## config.mk

```make
export PLATFORM = sky130hd
export DESIGN_NAME = ysyx_25040109_lsu_flat
export DESIGN_NICKNAME = d
export VERILOG_FILES = /design/src/rtl/ysyx_25040109_lsu_pkg.sv /design/src/rtl/ysyx_25040109_lsu_if.sv /design/src/rtl/ysyx_25040109_lsu_align.sv /design/src/rtl/ysyx_25040109_lsu.sv /design/src/flat_wrapper.sv
export SDC_FILE = /design/constraint.sdc
export NUM_CORES = 1
export LEC_CHECK = 0
export CAP_MARGIN = 15
export CORE_MARGIN = 2
export CORE_UTILIZATION = 40
export DETAILED_ROUTE_END_ITERATION = 7
export HOLD_SLACK_MARGIN = 0.08
export MAX_ROUTING_LAYER = met4
export PLACE_DENSITY = 0.81
export SYNTH_ARGS = -nofsm -noshare
export SYNTH_HDL_FRONTEND = slang
export SYNTH_SLANG_ARGS = --single-unit
```

## constraint.sdc

```tcl
create_clock -name clk -period 2.1 [get_ports clk]
set_clock_uncertainty 0.05 [all_clocks]
set_input_delay 0.42 -clock clk [delete_from_list [all_inputs] [get_ports clk]]
set_output_delay 0.42 -clock clk [all_outputs]
set_load 0.02 [all_outputs]
```

## src/rtl/ysyx_25040109_lsu_pkg.sv

```systemverilog
// rtl/ysyx_25040109_lsu_pkg.sv - LSU encodings, FSM state codes and request record
package ysyx_25040109_lsu_pkg;

    localparam logic [1:0] OP_NONE  = 2'b00;
    localparam logic [1:0] OP_LOAD  = 2'b01;
    localparam logic [1:0] OP_STORE = 2'b10;
    localparam logic [1:0] OP_ILL   = 2'b11;

    localparam logic [2:0] F3_B  = 3'b000;
    localparam logic [2:0] F3_H  = 3'b001;
    localparam logic [2:0] F3_W  = 3'b010;
    localparam logic [2:0] F3_BU = 3'b100;
    localparam logic [2:0] F3_HU = 3'b101;

    localparam logic [2:0] WLEN_B = 3'b001;
    localparam logic [2:0] WLEN_H = 3'b010;
    localparam logic [2:0] WLEN_W = 3'b100;

    localparam logic [2:0] ST_IDLE  = 3'd0;
    localparam logic [2:0] ST_LREQ  = 3'd1;
    localparam logic [2:0] ST_LWAIT = 3'd2;
    localparam logic [2:0] ST_STORE = 3'd3;
    localparam logic [2:0] ST_RESP  = 3'd4;

    typedef struct packed {
        logic [31:0] addr;
        logic [31:0] wdata;
        logic [2:0]  funct3;
        logic [4:0]  rd;
    } req_t;

    // Store byte count from the size bits of funct3 (sign bit is irrelevant for stores).
    function automatic logic [2:0] wlen_of(input logic [1:0] size);
        case (size)
            2'b00:   wlen_of = WLEN_B;
            2'b01:   wlen_of = WLEN_H;
            default: wlen_of = WLEN_W;
        endcase
    endfunction

endpackage

```

## src/rtl/ysyx_25040109_lsu_if.sv

```systemverilog
// rtl/ysyx_25040109_lsu_if.sv - EXU request, WBU result and data-memory channels of the LSU
interface ysyx_25040109_lsu_if;
    import ysyx_25040109_lsu_pkg::*;

    logic        in_valid;
    logic        in_ready;
    logic [1:0]  in_op;
    logic [2:0]  in_funct3;
    logic [31:0] in_addr;
    logic [31:0] in_wdata;
    logic [31:0] in_result;
    logic [4:0]  in_rd;
    logic        in_wen;

    logic        out_valid;
    logic        out_ready;
    logic [4:0]  out_rd;
    logic        out_wen;
    logic [31:0] out_wdata;
    logic        out_err;

    logic [31:0] dmem_raddr;
    logic        dmem_rvalid;
    logic        dmem_rready;
    logic [31:0] dmem_rdata;
    logic        dmem_rdata_valid;
    logic        dmem_rdata_ready;

    logic [31:0] dmem_waddr;
    logic [31:0] dmem_wdata;
    logic [2:0]  dmem_wlen;
    logic        dmem_wvalid;
    logic        dmem_wready;

    modport slave (
        input  in_valid, in_op, in_funct3, in_addr, in_wdata, in_result, in_rd, in_wen,
        output in_ready,
        input  out_ready,
        output out_valid, out_rd, out_wen, out_wdata, out_err,
        input  dmem_rready, dmem_rdata, dmem_rdata_valid,
        output dmem_raddr, dmem_rvalid, dmem_rdata_ready,
        input  dmem_wready,
        output dmem_waddr, dmem_wdata, dmem_wlen, dmem_wvalid
    );

    modport master (
        output in_valid, in_op, in_funct3, in_addr, in_wdata, in_result, in_rd, in_wen,
        input  in_ready,
        output out_ready,
        input  out_valid, out_rd, out_wen, out_wdata, out_err,
        output dmem_rready, dmem_rdata, dmem_rdata_valid,
        input  dmem_raddr, dmem_rvalid, dmem_rdata_ready,
        output dmem_wready,
        input  dmem_waddr, dmem_wdata, dmem_wlen, dmem_wvalid
    );

endinterface

```

## src/rtl/ysyx_25040109_lsu_align.sv

```systemverilog
// rtl/ysyx_25040109_lsu_align.sv - load lane select/extend and access legality check
module ysyx_25040109_lsu_align
    import ysyx_25040109_lsu_pkg::*;
(
    input  logic [1:0]  chk_op,
    input  logic [2:0]  chk_funct3,
    input  logic [1:0]  chk_offset,
    output logic        chk_err,
    input  logic [31:0] word,
    input  logic [1:0]  offset,
    input  logic [2:0]  funct3,
    output logic [31:0] data
);

    logic [31:0] shifted;

    always_comb begin
        chk_err = 1'b0;
        case (chk_op)
            OP_LOAD:  chk_err = !(chk_funct3 inside {F3_B, F3_H, F3_W, F3_BU, F3_HU});
            OP_STORE: chk_err = !(chk_funct3 inside {F3_B, F3_H, F3_W});
            OP_ILL:   chk_err = 1'b1;
            default:  chk_err = 1'b0;
        endcase
        // Size bits are shared by signed and unsigned variants, so HU misalignment is caught too.
        if (chk_op == OP_LOAD || chk_op == OP_STORE) begin
            if (chk_funct3[1:0] == 2'b01 && chk_offset[0])
                chk_err = 1'b1;
            if (chk_funct3[1:0] == 2'b10 && chk_offset != 2'b00)
                chk_err = 1'b1;
        end
    end

    assign shifted = word >> {offset, 3'b000};

    always_comb begin
        data = shifted;
        case (funct3)
            F3_B:    data = {{24{shifted[7]}}, shifted[7:0]};
            F3_BU:   data = {24'h0, shifted[7:0]};
            F3_H:    data = {{16{shifted[15]}}, shifted[15:0]};
            F3_HU:   data = {16'h0, shifted[15:0]};
            default: data = shifted;
        endcase
    end

endmodule

```

## src/rtl/ysyx_25040109_lsu.sv

```systemverilog
// rtl/ysyx_25040109_lsu.sv - single-outstanding load/store unit between EXU and WBU
module ysyx_25040109_lsu
    import ysyx_25040109_lsu_pkg::*;
(
    input logic               clk,
    input logic               rst,
    ysyx_25040109_lsu_if.slave lsu
);

    logic [2:0]  state;
    req_t        req;
    logic [31:0] res_wdata;
    logic        res_wen;
    logic        res_err;
    logic        chk_err;
    logic [31:0] ld_data;

    ysyx_25040109_lsu_align u_align (
        .chk_op     (lsu.in_op),
        .chk_funct3 (lsu.in_funct3),
        .chk_offset (lsu.in_addr[1:0]),
        .chk_err    (chk_err),
        .word       (lsu.dmem_rdata),
        .offset     (req.addr[1:0]),
        .funct3     (req.funct3),
        .data       (ld_data)
    );

    always_ff @(posedge clk) begin
        if (rst) begin
            state     <= ST_IDLE;
            req       <= '0;
            res_wdata <= '0;
            res_wen   <= 1'b0;
            res_err   <= 1'b0;
        end else begin
            case (state)
                ST_IDLE: begin
                    if (lsu.in_valid) begin
                        req       <= '{addr: lsu.in_addr, wdata: lsu.in_wdata,
                                       funct3: lsu.in_funct3, rd: lsu.in_rd};
                        res_wdata <= '0;
                        res_wen   <= 1'b0;
                        res_err   <= chk_err;
                        if (chk_err) begin
                            state <= ST_RESP;
                        end else begin
                            case (lsu.in_op)
                                OP_LOAD:  state <= ST_LREQ;
                                OP_STORE: state <= ST_STORE;
                                default: begin
                                    res_wdata <= lsu.in_result;
                                    res_wen   <= lsu.in_wen;
                                    state     <= ST_RESP;
                                end
                            endcase
                        end
                    end
                end
                ST_LREQ: begin
                    if (lsu.dmem_rready)
                        state <= ST_LWAIT;
                end
                ST_LWAIT: begin
                    if (lsu.dmem_rdata_valid) begin
                        res_wdata <= ld_data;
                        res_wen   <= 1'b1;
                        state     <= ST_RESP;
                    end
                end
                ST_STORE: begin
                    if (lsu.dmem_wready)
                        state <= ST_RESP;
                end
                ST_RESP: begin
                    if (lsu.out_ready)
                        state <= ST_IDLE;
                end
                default: state <= ST_IDLE;
            endcase
        end
    end

    // All request fields come from the latched record, so they stay stable while valid is up.
    assign lsu.in_ready         = (state == ST_IDLE);
    assign lsu.out_valid        = (state == ST_RESP);
    assign lsu.out_rd           = req.rd;
    assign lsu.out_wen          = res_wen;
    assign lsu.out_wdata        = res_wdata;
    assign lsu.out_err          = res_err;

    assign lsu.dmem_raddr       = {req.addr[31:2], 2'b00};
    assign lsu.dmem_rvalid      = (state == ST_LREQ);
    assign lsu.dmem_rdata_ready = (state == ST_LWAIT);

    assign lsu.dmem_waddr       = req.addr;
    assign lsu.dmem_wdata       = req.wdata;
    assign lsu.dmem_wlen        = (state == ST_STORE) ? wlen_of(req.funct3[1:0]) : 3'b000;
    assign lsu.dmem_wvalid      = (state == ST_STORE);

endmodule

```

## src/flat_wrapper.sv

```systemverilog
// flat-port wrapper written by rule: the top's interface ports become plain ports
module ysyx_25040109_lsu_flat import ysyx_25040109_lsu_pkg::*;
  (clk, rst, lsu_in_valid, lsu_in_op, lsu_in_funct3, lsu_in_addr, lsu_in_wdata, lsu_in_result, lsu_in_rd, lsu_in_wen, lsu_in_ready, lsu_out_ready, lsu_out_valid, lsu_out_rd, lsu_out_wen, lsu_out_wdata, lsu_out_err, lsu_dmem_rready, lsu_dmem_rdata, lsu_dmem_rdata_valid, lsu_dmem_raddr, lsu_dmem_rvalid, lsu_dmem_rdata_ready, lsu_dmem_wready, lsu_dmem_waddr, lsu_dmem_wdata, lsu_dmem_wlen, lsu_dmem_wvalid);
  ysyx_25040109_lsu_if lsu_i ();
  input logic clk;
  input logic rst;
  input wire logic [$bits(lsu_i.in_valid)-1:0] lsu_in_valid;
  input wire logic [$bits(lsu_i.in_op)-1:0] lsu_in_op;
  input wire logic [$bits(lsu_i.in_funct3)-1:0] lsu_in_funct3;
  input wire logic [$bits(lsu_i.in_addr)-1:0] lsu_in_addr;
  input wire logic [$bits(lsu_i.in_wdata)-1:0] lsu_in_wdata;
  input wire logic [$bits(lsu_i.in_result)-1:0] lsu_in_result;
  input wire logic [$bits(lsu_i.in_rd)-1:0] lsu_in_rd;
  input wire logic [$bits(lsu_i.in_wen)-1:0] lsu_in_wen;
  output wire logic [$bits(lsu_i.in_ready)-1:0] lsu_in_ready;
  input wire logic [$bits(lsu_i.out_ready)-1:0] lsu_out_ready;
  output wire logic [$bits(lsu_i.out_valid)-1:0] lsu_out_valid;
  output wire logic [$bits(lsu_i.out_rd)-1:0] lsu_out_rd;
  output wire logic [$bits(lsu_i.out_wen)-1:0] lsu_out_wen;
  output wire logic [$bits(lsu_i.out_wdata)-1:0] lsu_out_wdata;
  output wire logic [$bits(lsu_i.out_err)-1:0] lsu_out_err;
  input wire logic [$bits(lsu_i.dmem_rready)-1:0] lsu_dmem_rready;
  input wire logic [$bits(lsu_i.dmem_rdata)-1:0] lsu_dmem_rdata;
  input wire logic [$bits(lsu_i.dmem_rdata_valid)-1:0] lsu_dmem_rdata_valid;
  output wire logic [$bits(lsu_i.dmem_raddr)-1:0] lsu_dmem_raddr;
  output wire logic [$bits(lsu_i.dmem_rvalid)-1:0] lsu_dmem_rvalid;
  output wire logic [$bits(lsu_i.dmem_rdata_ready)-1:0] lsu_dmem_rdata_ready;
  input wire logic [$bits(lsu_i.dmem_wready)-1:0] lsu_dmem_wready;
  output wire logic [$bits(lsu_i.dmem_waddr)-1:0] lsu_dmem_waddr;
  output wire logic [$bits(lsu_i.dmem_wdata)-1:0] lsu_dmem_wdata;
  output wire logic [$bits(lsu_i.dmem_wlen)-1:0] lsu_dmem_wlen;
  output wire logic [$bits(lsu_i.dmem_wvalid)-1:0] lsu_dmem_wvalid;
  assign lsu_i.in_valid = lsu_in_valid;
  assign lsu_i.in_op = lsu_in_op;
  assign lsu_i.in_funct3 = lsu_in_funct3;
  assign lsu_i.in_addr = lsu_in_addr;
  assign lsu_i.in_wdata = lsu_in_wdata;
  assign lsu_i.in_result = lsu_in_result;
  assign lsu_i.in_rd = lsu_in_rd;
  assign lsu_i.in_wen = lsu_in_wen;
  assign lsu_in_ready = lsu_i.in_ready;
  assign lsu_i.out_ready = lsu_out_ready;
  assign lsu_out_valid = lsu_i.out_valid;
  assign lsu_out_rd = lsu_i.out_rd;
  assign lsu_out_wen = lsu_i.out_wen;
  assign lsu_out_wdata = lsu_i.out_wdata;
  assign lsu_out_err = lsu_i.out_err;
  assign lsu_i.dmem_rready = lsu_dmem_rready;
  assign lsu_i.dmem_rdata = lsu_dmem_rdata;
  assign lsu_i.dmem_rdata_valid = lsu_dmem_rdata_valid;
  assign lsu_dmem_raddr = lsu_i.dmem_raddr;
  assign lsu_dmem_rvalid = lsu_i.dmem_rvalid;
  assign lsu_dmem_rdata_ready = lsu_i.dmem_rdata_ready;
  assign lsu_i.dmem_wready = lsu_dmem_wready;
  assign lsu_dmem_waddr = lsu_i.dmem_waddr;
  assign lsu_dmem_wdata = lsu_i.dmem_wdata;
  assign lsu_dmem_wlen = lsu_i.dmem_wlen;
  assign lsu_dmem_wvalid = lsu_i.dmem_wvalid;
  ysyx_25040109_lsu u_core (.clk(clk), .rst(rst), .lsu(lsu_i));
endmodule
```

; Yosys cells after proc, flatten, opt, wreduce, memory -nomap -nowiden
; Index checks and enable logic that the tools add are counted.
[word_totals]
regBits = 109
input_bits = 146
out_inout_bits = 143
elab_cells = 73
[classes]
n_eq_ne = 22
n_shift = 1
muxes = 25
reduce_logical = 17
[op_table]
columns = cell, n
row1 = two-way mux 32 bit, 4
row2 = one-hot mux 32 bit (4 select lines), 1
row3 = one-hot mux 32 bit (2 select lines), 1
row4 = right shift 32 x 5 -> 32 bit, 1
row5 = two-way mux 3 bit, 7
row6 = == test 3 bit (second input constant), 5
row7 = one-hot mux 3 bit (5 select lines), 1
row8 = one-hot mux 3 bit (2 select lines), 2
row9 = != test 2 bit (second input constant), 5
row10 = == test 3 x 1 -> 1 bit (second input constant), 3
row11 = == test 3 x 2 -> 1 bit (second input constant), 3
row12 = zero test 3 bit, 3
row13 = two-way mux 1 bit, 7
row14 = == test 2 x 1 -> 1 bit (second input constant), 3
row15 = == test 2 bit (second input constant), 3
row16 = AND reduction 5 bit, 1
row17 = nonzero test 5 bit, 1
row18 = nonzero test 2 bit, 2
row19 = one-hot mux 1 bit (3 select lines), 1
row20 = AND reduction 3 bit, 1
row21 = nonzero test 3 bit, 1
row22 = logical AND 1 bit, 2
row23 = zero test 1 bit, 2
row24 = zero test 2 bit, 1
row25 = other kinds (4), 4

; Longest topological paths before layout
; Gate-level depths: netlist of run 1.
[logic_depth]
depth_word = 10
mapped_depth = 8
ltp_nobuf = 6

; Hierarchy
; A second synthesis of run 1 with hierarchy kept.
[hier_totals]
hier_cells = 771
hier_area_um2 = 6078.3
[by_module_without_submodules]
columns = mod, instances, cells_each, area_each_um2, seq_area_each_um2
row1 = ysyx_25040109_lsu, 1, 648, 5268.8, 2182.1
row2 = ysyx_25040109_lsu_align, 1, 123, 809.5, 0.0

; Worst setup path before layout of run 1
; OpenSTA, ideal clock, no wires.
[synth_timing]
path_type = reg2reg
start = reg u_core.state[1]
end = reg u_core.state[0]
arrival_time_ns = 1.890
required_time_ns = 1.980
slack_ns = 0.090
path_stages_with_launch = 6
path_buffers = 1
period_less_slack_ns = 2.010
path_cell_list = dfxtp_1 buf_2 nor3_1 nand2_1 or4_1 a21oi_1
[synth_between]
elab_chain_len = 3
[synth_rtl]
columns = item, line
row1 = from (decl), ysyx_25040109_lsu.sv:10  ; logic [2:0] state;
row2 = from (signal assigned), ysyx_25040109_lsu.sv:31  ; state <= ST_IDLE;
row3 = from (signal assigned), ysyx_25040109_lsu.sv:46  ; state <= ST_RESP;
row4 = from (signal assigned), ysyx_25040109_lsu.sv:49  ; OP_LOAD: state <= ST_LREQ;
row5 = zero test 3 bit (*), n/a
row6 = via lsu_in_ready, flat_wrapper.sv:15  ; output wire logic [$bits(lsu_i.in_ready)-1:0] lsu_in_ready;
row7 = != test 2 bit (no source line), n/a
row8 = AND reduction 5 bit (no source line), n/a
; Mark *: on every way through the listed nets, which the timed path passes. The rest lies on a longest branch.
; A chain may end at the register's enable or synchronous reset.

; Worst setup path in the final report of run 1
[layout_timing]
start = reg u_core.state[0]
end = out lsu_dmem_rdata_ready
[layout_between]
elab_chain_len = 1
[layout_rtl]
columns = item, line
row1 = == test 3 x 2 -> 1 bit, ysyx_25040109_lsu.sv:94  ; assign lsu.dmem_rdata_ready = (state == ST_LWAIT);
row2 = to (decl), flat_wrapper.sv:27  ; output wire logic [$bits(lsu_i.dmem_rdata_ready)-1:0] lsu_dmem_rdata_ready;
; No other way between the ends.

==> flow_summary.ini, run 1 <==
[yosys]
syn_area_um2 = 5620
synth_top_area_cell = dfxtp_1
synth_edf_count = 0
ys_seq_elements = 109
synth_top_area_share_pct = 38.82
synth_flop_cell = dfxtp_1
ys_types = 45
async_flop_share_pct = 0
syn_area_per_cell_um2 = 7.938
ys_seq_area_share_pct = 38.82
syn_inst = 708
yosys_warnings = 0
synth_area_leaders = dfxtp_1 (39%), buf_4 (13%), nand2_1 (12%)

[global_route]
grt-ovfl-total = 0
grt_pass1_wl_mm = 26.41
grt_pass1_vias = 5234
globalRouteMet1Util_pct = 24.81
use_met3_pct = 6.831
gr-usage-met2_pct = 40.56
gr-max-usage-layer = met2
grt_max_degree = 64
grt_use_total_pct = 23.27
antenna_found_initial = 1

[finish]
stdcell_count = 1097
fin_nets = 1063
syn_to_final_growth_pct = 52.89
final_area_um2 = 8593
nFillCells = 1182
drive_above_1_share_pct = 10.70

[clock_network]
path_clk_slew_ns = 0.07
htree_levels = 3
cts_inserted_buffers = 9
cts-root-buf = clkbuf_16
clk_latency_ns = 0.35
clockBufferDepth = 2
clock_sinks = 109
cts_tree = yes

[floorplan]
pin_count = 289
die_area_um2 = 15010
start_util_pct = 40.65
fp.coreArea_um2 = 13830
die_h_um = 122.5
rows = 43
die_w_um = 122.5

[setup_path]
startpoint_type = register
critical-path-max-stage-delay_ns = 0.41
rrSetupSlack_ns = 0.21
crit_slowest_cell = or3b_4
cp_common_cell = buf_6
cp_data_arrival_time_ns = 1.57
critPathCaptureType = output port
crit_type = reg2out
worst-path-max-fanout = 8
timing.rr.start = u_core.lsu.dmem_waddr[1]
r2r-end = u_core.lsu.out_wdata[9]
crit_start = u_core.state[0]
cp.buffers_inverters = 4
crit_chain = buf_4 > or3b_4 > inv_2 > buf_6 > buf_6
crit_path_end = lsu_dmem_rdata_ready
path_depth = 5
r2r_cells = 6
cp.required_ns = 1.63
path_delay_family = buffers and inverters

[pwr]
irDropWorstVdd_mv = 0.4302
p_leak_uw = 0.003293
power_per_cell_area_nw_per_um2 = 905.0
p_total_uw = 7777

[drt]
postRouteAntennaNets = 0
drc_errors = 0
drtIter0Drc = 381
wl_mm = 17.48
drt-wirelength-per-cell_um = 15.93
vias = 5568
dr.pass1.iters = 4
viasPerCell = 5.076

[placement]
dp_hpwl_mm = 13.41
io_buffers = 286
dp.cells = 1079
place_congestion = 0.8489
dpl_cell_area_um2 = 8200

[job]
maxCapViolations = 0

[timing]
setup_viol_count_final = 0
fmax_mhz = 491.0
fin_crit_ns = 2.037
worstMarginPinSlew_ns = 0.6937
hold_viol_final = 0
drv_slew = 0
fin_crit_sh_pct = 96.99
slew_headroom_pct = 53.75
fin_setup_tns_ns = 0

[hold_path]
min_from = u_core.lsu.dmem_wdata[5]
hp-class = reg2reg

[run_status]
status = complete, no violations
routing by layer:
layer	up-vias	part of all wire (%)
li1	2704	-
met5	-	0
met4	0	2.3
met1	2556	38
met2	266	50
met3	42	8.9
Yosys cell counts (9+ instances only):
master,instances
a21oi_1,82
a22oi_1,9
buf_2,15
buf_4,101
clkbuf_1,28
dfxtp_1,109
inv_1,25
mux2_2,9
mux2i_1,18
nand2_1,182
nor2_1,24
nor3_1,12
o221ai_1,16
flip-flops by register name, summed over array words and instances (netlist names):
name / flops
u_core.req: 3
u_core.lsu.out_rd: 5
u_core.lsu.out_wen: 1
u_core.lsu.dmem_waddr: 32
u_core.lsu.dmem_wdata: 32
u_core.lsu.out_err: 1
u_core.lsu.out_wdata: 32
u_core.state: 3
placed cells by master, fill, tap and decap left out, types with 9 or more instances in the layout:
cell type        synthesis  routed
inv_1                   25      25
nor3_1                  12      12
dfxtp_1                109     109
clkbuf_16                0       9
buf_4                  101      47
mux2i_1                 18      18
nand2_1                182     181
nor2_1                  24      24
clkdlybuf4s50_1          0     276
o221ai_1                16      16
a22oi_1                  9       9
a21oi_1                 82      81
mux2_2                   9       9
where the power goes:
group,total (µW),switching [µW],internal [µW]
Combinational,3330,1730,1600
Sequential,2610,215,2400
Clock,1840,765,1070
tightest hold or removal path, stage by stage, from the launching register on:
cell and delay [ns]:
dfxtp_1 0.31, nand2_1 0.05, a21oi_1 0.05
cells by family after synthesis:
family                   share of synthesized area (%)
multiplexers                                     5.410
adder cells (fa/ha/maj)                          1.113
AND/OR/NAND/NOR                                  17.43
flip-flops                                       38.82
buffers and inverters                            19.03
other                                          0.06672
AO/OA/AOI/OAI                                    18.12
cell type report:
| cell class | instances | area [µm²] | share of cell area, % |
|---|---|---|---|
| Antenna cell | 1 | 2.502 | 0.02912 |
| Tap cell | 180 | 225.2 | 2.621 |
| Sequential cell | 109 | 2182 | 25.39 |
| Inverter | 26 | 97.59 | 1.136 |
| Clock buffer | 11 | 242.7 | 2.825 |
| Multi-Input combinational cell | 427 | 2440 | 28.39 |
| Clock inverter | 4 | 72.57 | 0.8445 |
| Timing Repair Buffer | 339 | 3331 | 38.76 |
metrics by stage:
stage | utilization [%] | setup slack [ns] | hold slack, ns
4_1_cts | 61.79 | 0.01126 | 0.4043
3_3_place_gp | 59.31 | -0.3899 | 0.3902
5_1_grt | 62.15 | -0.009721 | 0.4220
3_5_place_dp | 59.31 | -0.4581 | 0.3961
2_1_floorplan | - | 0.08966 | 0.3867
6_report | 62.15 | 0.06316 | 0.4046
timing repair:
item,CTS,global route
hold buffers,0,0
buffers inserted,0,2
setup endpoints to repair,34,37
hold endpoints to repair,0,0
gates cloned,0,0
pin swaps,1,2
gates resized for setup,16,10
how the worst min path moves through the flow:
stage	cells past startpoint	end
after detailed placement	2	u_core.lsu.dmem_wdata[5]
after floorplan	2	u_core.lsu.dmem_wdata[0]
after global placement	2	u_core.lsu.out_rd[1]
after CTS	3	u_core.state[1]
final	2	u_core.lsu.dmem_wdata[5]
after global routing	2	u_core.lsu.dmem_wdata[5]
Note: power is estimated with default switching activity, not from simulation.
==> run 2, diff against run 1 <==
--- a/config.mk
+++ b/config.mk
@@ -10,7 +10,6 @@
 export CORE_UTILIZATION = 40
 export DETAILED_ROUTE_END_ITERATION = 7
 export HOLD_SLACK_MARGIN = 0.08
-export MAX_ROUTING_LAYER = met4
 export PLACE_DENSITY = 0.81
 export SYNTH_ARGS = -nofsm -noshare
 export SYNTH_HDL_FRONTEND = slang
==> run 2 against run 1 <==
  * Maximum frequency fell by 0.38%
  * Power fell by 0.16%
  * Via count barely moved
  * Critical path depth did not move
  * Sequential share of layout area barely moved
  * Largest power group unchanged
  * Critical path type unchanged
  * Sequential power barely moved
  * Register-to-register slack barely moved
  * Non-clock buffer count did not move
  * Routed wire length fell by 0.69%
==> flow_summary.ini, run 2 (same netlist as run 1, synthesis figures left out) <==
[pwr]
power_per_cell_area_nw_per_um2 = 904.6
p_leak_uw = 0.003293
p_total_uw = 7765
irDropWorstVdd_mv = 0.4307

[floorplan]
rows = 43
die_h_um = 122.5
die_w_um = 122.5
pin_count = 289
start_util_pct = 40.65
die_area_um2 = 15010
fp.coreArea_um2 = 13830

[clock_network]
clockBufferDepth = 2
cts-root-buf = clkbuf_16
cts_inserted_buffers = 9
hold_buffers = 0
cts_tree = yes
htree_levels = 3
path_clk_slew_ns = 0.07
clock_sinks = 109
clk_latency_ns = 0.35

[timing]
hold_viol_final = 0
fin_crit_ns = 2.045
fin_crit_sh_pct = 97.37
fin_setup_tns_ns = 0
drv_slew = 0
slew_headroom_pct = 54.62
setup_viol_count_final = 0
fmax_mhz = 489.1
hold-worst-slack_ns = 0.4040
rsz0062_at_grt = true
worstMarginPinSlew_ns = 0.6807

[setup_path]
startpoint_type = register
cp.required_ns = 1.63
cp_data_arrival_time_ns = 1.57
critPathCaptureType = output port
crit_type = reg2out
worst-path-max-fanout = 8

[placement]
dp.cells = 1079
place_congestion = 0.8360
io_buffers = 286
dp_hpwl_mm = 13.41

[finish]
layout_commonest_cell = clkdlybuf4s50_1
num_antenna_cells = 0
drive_above_1_share_pct = 10.70
postLayoutCoreUtil_pct = 62.08
stdcell_count = 1096
fin_nets = 1063
final_cell_mix = clkdlybuf4s50_1 (276), nand2_1 (181), dfxtp_1 (109)
syn_to_final_growth_pct = 52.72

[run_status]
status = complete, no violations

[drt]
dr.pass1.iters = 4
postRouteAntennaNets = 0
vias = 5565
wl_mm = 17.36
drc_errors = 0
viasPerCell = 5.078
drt-wirelength-per-cell_um = 15.84
drtIter0Drc = 351

[global_route]
globalRouteMet1Util_pct = 24.50
grt_pass1_vias = 5224
grt_use_total_pct = 22.65
antenna_found_initial = 1
grt-ovfl-total = 0
use_met3_pct = 7.714
gr-max-usage-layer = met2
grt_pass1_wl_mm = 26.48
grt_max_degree = 64
gr-usage-met2_pct = 40.31

[hold_path]
hp-class = reg2reg

[job]
maxCapViolations = 0
## run 2: final cells by class
type	count	area, µm²
multi-input combinational	427	2432
sequential	109	2182
clock buffer	11	242.7
timing repair buffer	339	3331
inverter	26	97.59
fill	1182	5244
clock inverter	4	72.57
tap	180	225.2
## run 2: stage by stage
step / setup WS (ns) / instance area (µm²)
after floorplan: 0.08966 / 5624
after global placement: -0.3899 / 8200
after detailed placement: -0.4581 / 8200
after CTS: 0.01126 / 8543
after global routing: -0.003418 / 8583
final: 0.05532 / 8583
## run 2: path summary, 6_finish.rpt
kind | start | to | slack (ns) | cells past startpoint
worst min register to register | u_core.lsu.dmem_wdata[5] | u_core.lsu.dmem_wdata[5] | 0.40 | 2
worst max register to register | u_core.lsu.dmem_waddr[1] | u_core.lsu.out_wdata[9] | 0.21 | 6
worst max-delay path | u_core.state[2] | lsu_dmem_rdata_ready | 0.06 | 5
worst min-delay path | u_core.lsu.dmem_wdata[5] | u_core.lsu.dmem_wdata[5] | 0.40 | 2
## run 2: where the power goes
part,internal (µW),switching [µW],leakage (µW)
logic,1600,1720,0.00225
clock network,1070,759,0.000152
registers,2400,216,0.000893
## run 2: worst max-delay path, stage by stage (launching register included)
cell and delay, ns:
dfxtp_1 0.33, buf_4 0.17, or3b_4 0.40, inv_2 0.08
buf_6 0.13, buf_6 0.12
## run 2: per-layer routing
layer,vias to the layer above,share of wire (%)
met4,2,2.6
met5,-,0.075
li1,2705,-
met3,36,10
met2,273,50
met1,2549,37
## run 2: timing repair
item / in CTS / in global routing
setup buffers: 0 / 2
hold endpoints to repair: 0 / 0
pin swaps: 1 / 2
setup endpoints to repair: 34 / 38
resized for setup: 16 / 9
